<file path="src/rtl/ram_bist_ctrl.sv">
// ram_bist_ctrl: RAM self-test; writes a seed pattern through port A, reads it back
// through port B, then repeats with the inverted pattern and reports the result.
module ram_bist_ctrl #(
    parameter int data_width = 3,
    parameter int addr_width = 3
) (
    input  logic                  clk,
    input  logic                  rst_n,
    input  logic                  start,
    input  logic [data_width-1:0] seed,
    output logic                  busy,
    output logic                  done,
    output logic                  pass,
    output logic [addr_width:0]   err_cnt,
    output logic [addr_width-1:0] fail_addr,
    output logic                  ram_choice_a,
    output logic                  ram_choice_b,
    output logic                  ram_we,
    output logic [addr_width-1:0] ram_addr_a,
    output logic [addr_width-1:0] ram_addr_b,
    output logic [data_width-1:0] ram_din_a,
    output logic [data_width-1:0] ram_din_b,
    input  logic [data_width-1:0] ram_dout_b
);
    typedef enum logic [2:0] {IDLE, WR0, RD0, WR1, RD1, FLUSH, DONE} state_t;

    state_t                state, state_n;
    logic [addr_width-1:0] cnt, cnt_n, chk_addr;
    logic [data_width-1:0] seed_q, seed_n, chk_exp;
    logic [addr_width:0]   err_n;
    logic                  chk_vld, first_q, accept, miss, wr_n, rd_n, inv_n;

    function automatic logic [data_width-1:0] pat(input logic [addr_width-1:0] a,
                                                  input logic [data_width-1:0] s,
                                                  input logic inv);
        logic [data_width-1:0] e;
        e = data_width'(a) ^ s;
        return inv ? ~e : e;
    endfunction

    assign ram_din_b = '0;

    always_comb begin
        accept  = start && (state == IDLE || state == DONE);
        state_n = state;
        cnt_n   = cnt;
        if (accept) begin
            state_n = WR0;
            cnt_n   = '0;
        end else if (state != IDLE && state != DONE) begin
            cnt_n = state == FLUSH ? cnt : cnt + addr_width'(1);
            if (state == FLUSH || &cnt) state_n = state_t'(state + 3'd1);
        end
        seed_n = accept ? seed : seed_q;
        wr_n   = state_n == WR0 || state_n == WR1;
        rd_n   = state_n == RD0 || state_n == RD1;
        inv_n  = state_n == WR1 || state_n == RD1;
        miss   = chk_vld && ram_dout_b != chk_exp;
        // err_cnt cannot represent 2*depth, so it holds at all-ones
        err_n  = (miss && !(&err_cnt)) ? err_cnt + (addr_width+1)'(1) : err_cnt;
    end

    always_ff @(posedge clk or negedge rst_n) begin
        if (!rst_n) begin
            state        <= IDLE;
            cnt          <= '0;
            seed_q       <= '0;
            chk_vld      <= 1'b0;
            chk_addr     <= '0;
            chk_exp      <= '0;
            first_q      <= 1'b0;
            busy         <= 1'b0;
            done         <= 1'b0;
            pass         <= 1'b0;
            err_cnt      <= '0;
            fail_addr    <= '0;
            ram_we       <= 1'b0;
            ram_choice_a <= 1'b0;
            ram_choice_b <= 1'b0;
            ram_addr_a   <= '0;
            ram_addr_b   <= '0;
            ram_din_a    <= '0;
        end else begin
            state        <= state_n;
            cnt          <= cnt_n;
            seed_q       <= seed_n;
            chk_vld      <= state == RD0 || state == RD1;
            chk_addr     <= cnt;
            chk_exp      <= pat(cnt, seed_q, state == RD1);
            busy         <= state_n != IDLE && state_n != DONE;
            ram_we       <= wr_n;
            ram_choice_a <= wr_n;
            ram_choice_b <= rd_n;
            ram_addr_a   <= wr_n ? cnt_n : '0;
            ram_addr_b   <= rd_n ? cnt_n : '0;
            ram_din_a    <= wr_n ? pat(cnt_n, seed_n, inv_n) : '0;
            if (accept) begin
                err_cnt   <= '0;
                fail_addr <= '0;
                first_q   <= 1'b0;
                done      <= 1'b0;
                pass      <= 1'b0;
            end else begin
                err_cnt <= err_n;
                done    <= state_n == DONE;
                pass    <= state_n == DONE && err_n == '0;
                if (miss && !first_q) begin
                    fail_addr <= chk_addr;
                    first_q   <= 1'b1;
                end
            end
        end
    end
endmodule

</file>
<file path="config.mk">
export PLATFORM = sky130hd
export DESIGN_NAME = ram_bist_ctrl
export DESIGN_NICKNAME = d
export VERILOG_FILES = /design/src/rtl/ram_bist_ctrl.sv
export SDC_FILE = /design/constraint.sdc
export NUM_CORES = 1
export LEC_CHECK = 0
export ABC_AREA = 1
export CAP_MARGIN = 10
export CORE_MARGIN = 2
export CORE_UTILIZATION = 45
export CTS_CLUSTER_DIAMETER = 200
export DETAILED_ROUTE_END_ITERATION = 12
export PLACE_DENSITY = 0.7
export SLEW_MARGIN = 5
export SYNTH_ARGS = -nofsm -noshare
export SYNTH_HDL_FRONTEND = slang
export SYNTH_SLANG_ARGS = --single-unit
export TNS_END_PERCENT = 100
</file>
<file path="constraint.sdc">
create_clock -name clk -period 2.36 [get_ports clk]
set_input_delay 0.236 -clock clk [delete_from_list [all_inputs] [get_ports clk]]
set_output_delay 0.236 -clock clk [all_outputs]
set_load 0.01 [all_outputs]
</file>
* Word-level counts from Yosys, hierarchy flattened
Index checks and enable logic that the tools add are counted.
** Storage, ports and cells
- Flip-flop bits (word level) :: 38
- Bits in latches :: 0
- Bits in writable memories :: 0
- Bits in read-only memories :: 0
- Input bits :: 9
- Memories :: 0
** Operators by class
- Add/subtract/negate cells :: 3
- Multipliers :: 0
- Divide/modulo/power cells :: 0
- Order comparisons :: 0
- Eq/ne operators :: 12
- Shift-type cells :: 0
- Mux-type cells :: 20
- Bitwise gates (word level) :: 4
- Reductions and logical operators :: 22
** Operators with widths (count)
- 3-bit 2-to-1 mux :: 14
- 3-bit equality test, second input constant :: 5
- 3-bit by 2-bit equality test with 1-bit output, second input constant :: 3
- 4-bit 2-to-1 mux :: 2
- 1-bit logical AND :: 7
- 3-bit by 1-bit adder with 3-bit output, second input constant :: 2
- 1-bit logical OR :: 6
- 3-bit inequality test, second input constant :: 2
- 3-bit inverter :: 2
- 3-bit nonzero test :: 2
- 3-bit bitwise XOR :: 2
- 4-bit by 1-bit adder with 4-bit output, second input constant :: 1
- 4-bit logical NOT :: 1
- 1-bit 2-to-1 mux :: 4
- 4-bit AND reduction :: 1
- 3-bit by 1-bit equality test with 1-bit output, second input constant :: 1
- 3-bit logical NOT :: 1
- 3-bit inequality test :: 1
- 3-bit AND reduction :: 1
- 1-bit logical NOT :: 2
- 2-bit nonzero test :: 1

* Longest topological paths before layout
- Word-level depth :: 9
- Depth in mapped cells :: 13
- Depth with buffers taken out :: 13

* Worst setup path after synthesis
No wires, ideal clock.
- Path type :: reg-to-reg
- Start point :: register cnt[0]
- End point :: register ram_addr_b[0]
- Library setup time :: 0.077 ns
- Arrival :: 1.591 ns
- Data required time :: 2.283 ns
- Path slack :: 0.692 ns
- Cell stages (with the launch flop) :: 12
- Clock period less this slack :: 1.668 ns
- Path through :: dfrtp_1 ha_1 ha_1 inv_1 nand2_2 inv_1 nor2_4 nor2_1 nor2_4 nor2_2 nand2_1 a21oi_1
** On the way
- Cells in the longest elaborated chain, start to end :: 8
- Elaborated cells on any way between the ends :: 13
- Classes of those cells :: 1 x add/sub; 2 x eq/ne; 7 x mux; 3 x reduce/logical
** RTL lines
- start: declaration :: line 28 : logic [addr_width-1:0] cnt, cnt_n, chk_addr;
- start signal: assignment :: line 85 : cnt <= cnt_n;
- 3-bit AND reduction (*) :: line 52 : if (state == FLUSH || &cnt) state_n = state_t'(state + 3'd1);
- 1-bit logical OR (*) :: line 52
- 3-bit 2-to-1 mux (*) :: line 52
- 3-bit 2-to-1 mux (*) :: line 50 : end else if (state != IDLE && state != DONE) begin
- 3-bit 2-to-1 mux (*) :: line 47 : if (accept) begin
- via state_n[1] :: line 27 : state_t state, state_n;
- 3-bit by 2-bit equality test with 1-bit output or 3-bit equality test (tied branches) :: line 56 : rd_n = state_n == RD0 || state_n == RD1;
- 1-bit logical OR (*) :: line 56
- 3-bit 2-to-1 mux (*) :: line 95 : ram_addr_b <= rd_n ? cnt_n : '0;
- end signal: assignment :: line 95
- end: declaration :: line 20 : output logic [addr_width-1:0] ram_addr_b,
The timed path passes the listed nets; every way through them passes the cells marked *.
A chain may end at the register's enable or synchronous reset.

* Final worst setup path
- Start point :: register state[0]
- End point :: register ram_addr_b[2]
** On the way
- Cells in the longest elaborated chain, start to end :: 8
- Elaborated cells on any way between the ends :: 20
- Classes of those cells :: 1 x add/sub; 5 x eq/ne; 7 x mux; 7 x reduce/logical
** RTL lines
- start: declaration :: line 27
- start signal: assignment :: line 84 : state <= state_n;
- branches (longest 4 deep; another with 3-bit by 1-bit adder with 3-bit output)
- 3-bit 2-to-1 mux (*) :: line 47
- via state_n[0] :: line 27
- 3-bit by 2-bit equality test with 1-bit output or 3-bit equality test (tied branches) :: line 56
- 1-bit logical OR (*) :: line 56
- 3-bit 2-to-1 mux (*) :: line 95
Mark *: on every way through the listed nets, which the timed path passes.

==> summary.txt <==
Clock network
  – Clk slew on worst S/H paths: 0.07 ns
  – Hold_buf cts: 0
  – Cells resized by post-CTS repair: 0
  – Sink Count: 38
  – Cts bufs inserted: 5
  – CTS max path bufs: 2
  – Root buf cell: clkbuf_8
  – Postcts setup bufs: 0
  – Worst-skew pair later-pin latency: 0.28 ns
  – H-tree depth: 2
  – CTS tree: built

Logic synthesis
  – Area contributors post-synth: dfrtp_1 (49%), nand2_1 (11%), nand3_1 (4.9%)
  – FF+latch count, synth: 38
  – Top cell type's share of synthesized area: 49.4%
  – Seq/Total Area, Yosys: around 49%
  – Mapped Area: a little under 2000 um2
  – Main combinational cell family by area after synthesis: simple AND/OR/NAND/NOR gates
  – Synth Area in XOR/XNOR: under 10%
  – Compound-cell area share of the yosys netlist: 4.68%
  – Post-synthesis adder-cell area fraction: 4.55%
  – Cell taking the most area after synthesis: dfrtp_1
  – Post-Synthesis Cells: roughly 220
  – Warning count from the yosys run: 0
  – Mux contribution to synthesized area: 0%
  – Distinct cells, synth: 24
  – Avg Cell Area, Syn: about 9 um2
  – Post-synthesis simple-gate area fraction: 27.7%

Route
  – Detailed Route Iter0 Violations: 71
  – Drc violations: 0
  – Routed Wire Length: 3.35 mm
  – DR vias: 1406
  – Wire length per cell: 11.2 um
  – 1st-pass router iterations: 4
  – Via density: around 4.7
  – ANT nets after route: 0

GRT
  – M2 GR Usage: 25.4%
  – GR peak layer: met2
  – GRT overflow: 0
  – Met3 usage: 3.92%
  – First-pass GRT wire length: about 5.9 mm
  – Largest net degree at the start of global routing: 39
  – Met1 usage in global routing: 19.6%
  – Vias in the first global route: 1322
  – Initial antenna violation count: 0
  – Tot GR Track Use: between 15 and 20%

Cells and area
  – Leading cell type in the layout, fill and taps excluded: nand2_1
  – Final #Nets: about 260
  – Most frequent cells in the layout: nand2_1 (57), dfrtp_1 (38), clkdlybuf4s50_1 (29)
  – Final Instance Area: 2330 um2
  – Filler cells: between 300 and 400
  – Area Overhead vs Synth: 21.1%
  – Antenna diodes: 0
  – Layout cell share with drive strength beyond 1: 13.3%

Timing
  – Final Cycle Share: 83.2%
  – Least-Margin Pin Slew: slightly above 0.8 ns
  – Setup_tns: 0 ns
  – Slew Viols, Final: 0
  – Worst Clk Skew: 0.00447 ns
  – Setup-failing EPs final: 0
  – Slew headroom: 45.3%
  – RSZ-0062 raised after global routing: no
  – Worst hold slack: around 0.046 ns
  – Final hold violation count: 0
  – F_max: 0.509 GHz
  – Fin crit period: between 1.5 and 2 ns

Placed design
  – # port buffers: 30
  – DP Area: 2230 um2
  – GPL Wtd Cong: 0.863
  – Dpl hpwl: 2.56 mm

Power and ir drop
  – Pwr Total: 3500 uW
  – Sw power: ~1500 uW
  – Clock power frac: 15.1%
  – P_int: 2030 uW
  – Seq pwr share: 32.6%
  – Pleak: 0.00119 uW
  – PD cells: approximately 1500 nW/um2
  – Gate power share: 52.3%
  – Net Sw Frac: about two fifths
  – Worst VDD drop: 819 uV

Floorplan
  – Chip height: 69.4 um
  – IO Pins: 34
  – Initial Utilization: 47.5%
  – Die W: 69.4 um
  – Die area: 4820 um2
  – Site row count: 23
  – Core area: 4060 um2

Setup path
  – Crit path max fanout: 21
  – Critical Path AT: 2.17 ns
  – Critical path launch point type: register
  – Slowest stage delay, CP: 0.37 ns
  – Slowest cell on crit path: dfrtp_1
  – Crit end category: register
  – Kind of critical path: register to register
  – Worst path cell trace: inv_1 -> ha_1 -> nand2_2 -> nand2_4 -> nand2_4 -> nand2_1 -> nor2_4 -> inv_2 -> nor2_2 -> nand2_1 -> a21oi_1
  – Critical Path RT: 2.56 ns

Flow run
  – Max-cap violations: 0

Worst hold path
  – Class of the worst hold path: primary input to asynchronous set/reset pin

Outcome
  – Status: finished, final reports clean
-- path summary, 6_finish.rpt --
kind                       depth (start not counted)  slack [ns]      from             to
max                                               11        0.40  state[0]  ram_addr_b[2]
min                                                1        0.05     rst_n    chk_addr[0]
max reg2reg                                       11        0.40  state[0]  ram_addr_b[2]
min reg2reg                                        0        0.46    cnt[2]    chk_addr[2]
max in group asynchronous                          1        1.80     rst_n  ram_addr_b[2]
min in group clk                                   0        0.46    cnt[2]    chk_addr[2]
-- layout make-up --
cell class / instances / area (um2) / area share, %
Inverter: 30 / 115 / 4.94
Clock buffer: 7 / 76.3 / 3.27
Clock inverter: 1 / 30.0 / 1.29
Tap cell: 50 / 62.6 / 2.68
Timing Repair Buffer: 30 / 295 / 12.7
Multi-Input combinational cell: 143 / 802 / 34.4
Sequential cell: 38 / 951 / 40.8
-- power by group through the flow --
stage	Clock (uW)	Combinational (uW)	Sequential, uW
4_1_cts	540	1860	1150
6_report	527	1830	1140
3_5_place_dp	0	1840	1160
5_1_grt	571	2070	1190
3_3_place_gp	0	1830	1150
2_1_floorplan	0	1280	1190
-- sequential cells by signal (all words and copies together), names as in the netlist --
name	cells
err_cnt	4
chk_addr	3
chk_exp	3
cnt	3
fail_addr	3
ram_addr_a	3
ram_addr_b	3
ram_din_a	3
seed_q	3
state	3
busy	1
chk_vld	1
done	1
first_q	1
pass	1
ram_choice_b	1
ram_we	1
-- through the flow --
stage	util (%)	instances	setup WS, ns
after floorplan	-	217	0.692
after global placement	54.9	291	0.454
after detailed placement	54.9	291	0.410
after CTS	57.5	299	0.384
after global routing	57.5	299	0.205
final	57.5	299	0.397
-- worst max-delay path: cells and delay by family, from the launching register on --
family                     cells  cell delay [ns]
and+or+nand+nor                7             0.94
buffers and inverters          2             0.16
adders and majority gates      1             0.23
AOI/OAI and AO/OA              1             0.17
DFF                            1             0.37
-- cell families (layout without fill, tap and decap cells) --
family | after synthesis | after routing
AO/OA/AOI/OAI | 15 | 15
XOR/XNOR | 9 | 9
adder cells (fa/ha/maj) | 7 | 7
buffers and inverters | 36 | 68
flip-flops | 38 | 38
other | 1 | 3
AND/OR/NAND/NOR | 109 | 109
-- synthesized netlist by cell type (all sizes together) --
library cell,n
conb,1
xor2,4
o21ai,3
nor2,16
dfrtp,38
xnor2,5
ha,7
buf,6
nand4,5
nand3,22
inv,30
nand2,66
a21oi,12
-- metal layers --
| layer | vias up | routed length, um |
|---|---|---|
| met4 | 0 | 48 |
| met1 | 642 | 1570 |
| met2 | 31 | 1580 |
| met3 | 6 | 151 |
| li1 | 727 | - |
| met5 | - | 0 |
No activity file was read; power rests on OpenSTA's default activity.
